### config.mk
export PLATFORM = sky130hd
export DESIGN_NAME = fp_divider
export DESIGN_NICKNAME = d
export VERILOG_FILES = /design/src/rtl/fp_divider.sv
export SDC_FILE = /design/constraint.sdc
export NUM_CORES = 1
export LEC_CHECK = 0
export ABC_AREA = 1
export BUFFER_PORTS_ARGS = -buffer_cell sky130_fd_sc_hd__buf_4
export CORE_MARGIN = 2
export CORE_UTILIZATION = 60
export DETAILED_ROUTE_END_ITERATION = 8
export PLACE_DENSITY = 0.92
export SKIP_CTS_REPAIR_TIMING = 1
export SYNTH_ARGS = -nofsm -noshare
export SYNTH_HDL_FRONTEND = slang
export SYNTH_SLANG_ARGS = --single-unit
### constraint.sdc
create_clock -name clk -period 5.65 [get_ports clk]
set_input_delay 1.13 -clock clk [delete_from_list [all_inputs] [get_ports clk]]
set_output_delay 1.13 -clock clk [all_outputs]
set_load 0.01 [all_outputs]
### src/rtl/fp_divider.sv
// fp_divider: iterative FP32 divider, Data1/Data2, one restoring quotient bit per clock, truncated result
// Ports: clk, rst (sync, active-high); Data1/Data2 FP32 operands with In_Data_Valid strobe (taken only when idle);
//        Data_Out quotient (held), div_Data_Out_Valid one-cycle pulse, div_Exception (div-by-zero/overflow/underflow), busy.
module fp_divider #(
  parameter int QBITS = 25
) (
  input  logic        clk,
  input  logic        rst,
  input  logic [31:0] Data1,
  input  logic [31:0] Data2,
  input  logic        In_Data_Valid,
  output logic [31:0] Data_Out,
  output logic        div_Data_Out_Valid,
  output logic        div_Exception,
  output logic        busy
);
  typedef enum logic [1:0] {IDLE, DIVIDE, NORM, DONE} state_t;
  state_t state, state_nxt;
  logic              sign, spec_inf, spec_zero, accept, special, ge;
  logic [7:0]        e1, e2;
  logic [23:0]       m2;
  logic [25:0]       r;
  logic [QBITS-1:0]  q;
  logic [4:0]        cnt;
  logic signed [9:0] e_raw, e_n;
  logic [22:0]       mant;
  assign accept  = state == IDLE && In_Data_Valid;
  assign special = Data2[30:23] == 8'd0 || Data1[30:23] == 8'd0;
  assign ge      = r >= {2'b00, m2};
  assign e_raw   = $signed({2'b00, e1}) - $signed({2'b00, e2}) + 10'sd127;
  // quotient lies in [0.5,2): without a leading one in the top bit, shift left and drop the exponent
  assign e_n     = q[QBITS-1] ? e_raw : e_raw - 10'sd1;
  assign mant    = q[QBITS-1] ? q[QBITS-2:1] : q[QBITS-3:0];
  always_ff @(posedge clk)
    if (rst) state <= IDLE;
    else state <= state_nxt;
  // special cases skip DIVIDE but still pass through NORM so Data_Out is loaded one edge after accept
  always_comb
    state_nxt = state == IDLE   ? (accept ? (special ? NORM : DIVIDE) : IDLE) :
                state == DIVIDE ? (cnt == 5'(QBITS - 1) ? NORM : DIVIDE) :
                state == NORM   ? DONE : IDLE;
  always_comb begin
    busy               = state != IDLE;
    div_Data_Out_Valid = state == DONE;
  end
  always_ff @(posedge clk)
    if (rst) begin
      Data_Out      <= '0;
      div_Exception <= 1'b0;
      sign          <= 1'b0;
      spec_inf      <= 1'b0;
      spec_zero     <= 1'b0;
      e1            <= '0;
      e2            <= '0;
      m2            <= '0;
      r             <= '0;
      q             <= '0;
      cnt           <= '0;
    end else if (accept) begin
      sign      <= Data1[31] ^ Data2[31];
      e1        <= Data1[30:23];
      e2        <= Data2[30:23];
      m2        <= {1'b1, Data2[22:0]};
      spec_inf  <= Data2[30:23] == 8'd0;
      spec_zero <= Data2[30:23] != 8'd0 && Data1[30:23] == 8'd0;
      r         <= {2'b00, 1'b1, Data1[22:0]};
      q         <= '0;
      cnt       <= '0;
    end else if (state == DIVIDE) begin
      r   <= ge ? (r - {2'b00, m2}) << 1 : r << 1;
      q   <= {q[QBITS-2:0], ge};
      cnt <= cnt + 5'd1;
    end else if (state == NORM) begin
      Data_Out      <= spec_inf  ? {sign, 8'hFF, 23'd0} :
                       spec_zero ? {sign, 31'd0} :
                       e_n >= 10'sd255 ? {sign, 8'hFF, 23'd0} :
                       e_n <= 10'sd0   ? {sign, 31'd0} : {sign, e_n[7:0], mant};
      div_Exception <= spec_inf || (!spec_zero && (e_n >= 10'sd255 || e_n <= 10'sd0));
    end
endmodule

==> impl_metrics.env <==
export IMPL_async_flop_share_pct=0
export IMPL_routed_wl_um=21300
export IMPL_finalHoldViolations=0
export IMPL_critPathRequiredTime_ns=6.00
export IMPL_p_per_area_mw_per_mm2=365
export IMPL_whs_path_depth=2
export IMPL_cp_slowest_stage_delay_ns=0.86
export IMPL_synth_most_common_cell="nand2_1"
export IMPL_synth_area_leaders="dfxtp_1 34%, nand2_1 17%, a21oi_1 8.4%"
export IMPL_num_rows=41
export IMPL_ys_types=48
export IMPL_yosysTopAreaCell="dfxtp_1"
export IMPL_max_slew_margin_rel_pct=27.2
export IMPL_hold_end="Data_Out[3]"
export IMPL_path_class="register to register"
export IMPL_synth_avg_cell_area_um2=6.74
export IMPL_dieArea_mm2=0.0141
export IMPL_die_h_um=119
export IMPL_rsz0062_at_grt="no"
export IMPL_hold_class="register to register"
export IMPL_worst_pin_slew_ns=1.09
export IMPL_n_antenna_cell=0
export IMPL_via_count=8104
export IMPL_max_cap_violations=0
export IMPL_clock_sinks=134
export IMPL_antenna_found_initial=0
export IMPL_grt_max_degree=51
export IMPL_path_max_fanout=25
export IMPL_synth_top_area_share_pct=34.1
export IMPL_clk_pin_slew_worst_paths_ns=0.06
export IMPL_dp_hpwl_um=14200
export IMPL_die_w_um=119
export IMPL_setup_viol=0
export IMPL_hp_start="Data_Out[3]"
export IMPL_synth_edff_count=0
export IMPL_start_kind="register"
export IMPL_vias_per_cell=5.67
export IMPL_synth_common_cells="356 x nand2_1, 134 x dfxtp_1, 132 x a21oi_1"
export IMPL_whs_ns=0.466
export IMPL_track_usage_pct=30.6
export IMPL_synth_area_mm2=0.00787
export IMPL_final_area_mm2=0.00922
export IMPL_tns_ns=0
export IMPL_fin_ws_ns=1.86
export IMPL_placed_cell_area_mm2=0.00863
export IMPL_slowest_stage="clkinv_1"
export IMPL_r2r_start="state[1]"
export IMPL_p_leak_nw=4.06
export IMPL_drtIter0Drc=743
export IMPL_ant_nets=0
export IMPL_fin_crit_ns=3.79
export IMPL_ys_flop_type="dfxtp_1"
export IMPL_cp_common_cell="a21oi_1"
export IMPL_path_cells="inv_1 > nor2_1 > clkinv_1 > nor2_2 > nand2_1 > a21oi_1 > nand3_2 > a21oi_1"
export IMPL_htreeDepth=4
export IMPL_tritoncts="done"
export IMPL_first_pass_iters=6
export IMPL_fin_skew_ns=0.00874
export IMPL_reg2reg_slack_ns=1.86
export IMPL_drv_slew=0
export IMPL_wl_per_cell_um=14.9
export IMPL_overflow=0
export IMPL_arrival_ns=4.14
export IMPL_drc=0
export IMPL_clk_path_buf_depth=2
export IMPL_final_period_utilization_pct=67.0
export IMPL_dp_slack_ns=2.12
export IMPL_root_buffer="clkbuf_16"
export IMPL_io_buffers=101
export IMPL_drive_gt1_share_pct=14.4
export IMPL_io_pins=102
export IMPL_grt_pass1_vias=7801
export IMPL_yosysWarnings=0
export IMPL_start_util_pct=61.9
export IMPL_ys_seq_area_share_pct=34.1
export IMPL_syn_instance_count=1167
export IMPL_grt_pass1_wl_um=35700
export IMPL_reg2regPathDepth=8
export IMPL_layout_nets=1350
export IMPL_synth_nets=1272
export IMPL_endpoint_kind="register"
export IMPL_status="completed"
export IMPL_fin_util_pct=72.4
export IMPL_area_delta_synth_final_pct=17.1
export IMPL_cts_buffers=17
export IMPL_max_freq_mhz=264
export IMPL_ys_seq_elements=134
export IMPL_clock_latency_ns=0.44
export IMPL_core_region_area_mm2=0.0127
export IMPL_irDropWorstVdd_uv=274
export IMPL_reg2reg_to="Data_Out[9]"
export IMPL_place_gp_congestion=0.949
==> routing by layer <==
metal / vias to the layer above / share of wire (%) / GRT usage, %
met4: 0 / 3.0 / 14.4
met5: - / 0 / 0
li1: 4010 / - / -
met3: 57 / 5.7 / 5.74
met1: 3728 / 42 / 37.4
met2: 309 / 49 / 51.7
==> state kept, by name, indices dropped and copies added (netlist names) <==
name           count
Data_Out          32
r                 26
q                 25
m2                24
e1                 8
e2                 8
cnt                5
state              2
div_Exception      1
sign               1
spec_inf           1
spec_zero          1
==> worst max-delay path by stage <==
stage | slack [ns] | start | end | cells after the start
after floorplan | 2.89 | e1[0] | Data_Out[15] | 24
after global placement | 2.24 | r[0] | r[18] | 16
after detailed placement | 2.12 | state[1] | Data_Out[13] | 8
after CTS | 1.98 | state[1] | Data_Out[9] | 8
after global routing | 1.60 | state[1] | Data_Out[9] | 8
final | 1.86 | state[1] | Data_Out[9] | 8
==> placed cells by master, fill, tap and decap left out, types with 2 or more instances in the layout <==
cell type  Yosys  final
a21o_1         4      4
and3_1         2      2
ha_1          36     36
nor4_1         3      3
inv_1        121    121
nor2_2         7      8
buf_4          1    109
nand4_1       16     16
o211ai_1       6      6
xor2_1        10     10
dfxtp_1      134    134
a32o_1         2      2
a21oi_1      132    132
a31oi_1        8      8
clkinv_2       0      3
nand3_1       70     70
a21boi_0       2      2
nand2_1      356    356
o21ai_0       67     67
inv_2          4      4
clkinv_4       0      4
nand3_2        7      7
fa_1           2      2
nor3_1         3      3
bufinv_16      0      2
a22o_1        10     10
o22ai_1        8      8
clkbuf_16      0     17
nand2_4        2      2
or2_2          5      5
inv_6          0      3
xnor2_1        6      6
nor2_1        49     48
o21bai_1       5      5
nand2_2       13     13
o21a_1         2      2
clkinv_1       4      4
o221ai_1       2      2
nor3b_1        2      2
a41oi_1       10     10
==> worst max-delay path: cells and delay by family, from the launching register on <==
kind / cells / cell delay (ns)
buf+inv: 2 / 0.92
compound gates: 2 / 0.58
flops: 1 / 0.34
simple gates: 4 / 1.83
==> through the flow <==
step,instances,power (mW)
after floorplan,1167,2.01
after global placement,1398,2.21
after detailed placement,1398,2.24
after CTS,1430,3.35
after global routing,1430,3.57
final,1430,3.37
==> logic make-up (layout without fill, tap and decap cells) <==
logic type	after synthesis	after routing	synth area share (%)
compound gates	263	263	19.0
xor+xnor	16	16	1.78
fa+ha+maj	38	38	6.23
buf+inv	179	270	9.73
flops	134	134	34.1
simple gates	537	537	29.2
==> power breakdown <==
group | switching (mW) | internal, mW | total (mW)
Combinational | 0.817 | 0.410 | 1.23
Clock | 0.438 | 0.667 | 1.11
Sequential | 0.0348 | 0.999 | 1.03
Total | 1.29 | 2.08 | 3.37
==> layout make-up <==
type	count	area (um2)
Clock inverter	13	148
Inverter	129	484
Timing Repair Buffer	109	818
Fill cell	1013	3510
Multi-Input combinational cell	854	4430
Sequential cell	134	2680
Tap cell	172	215
Clock buffer	19	443
Power figures use the tool's default switching activity.
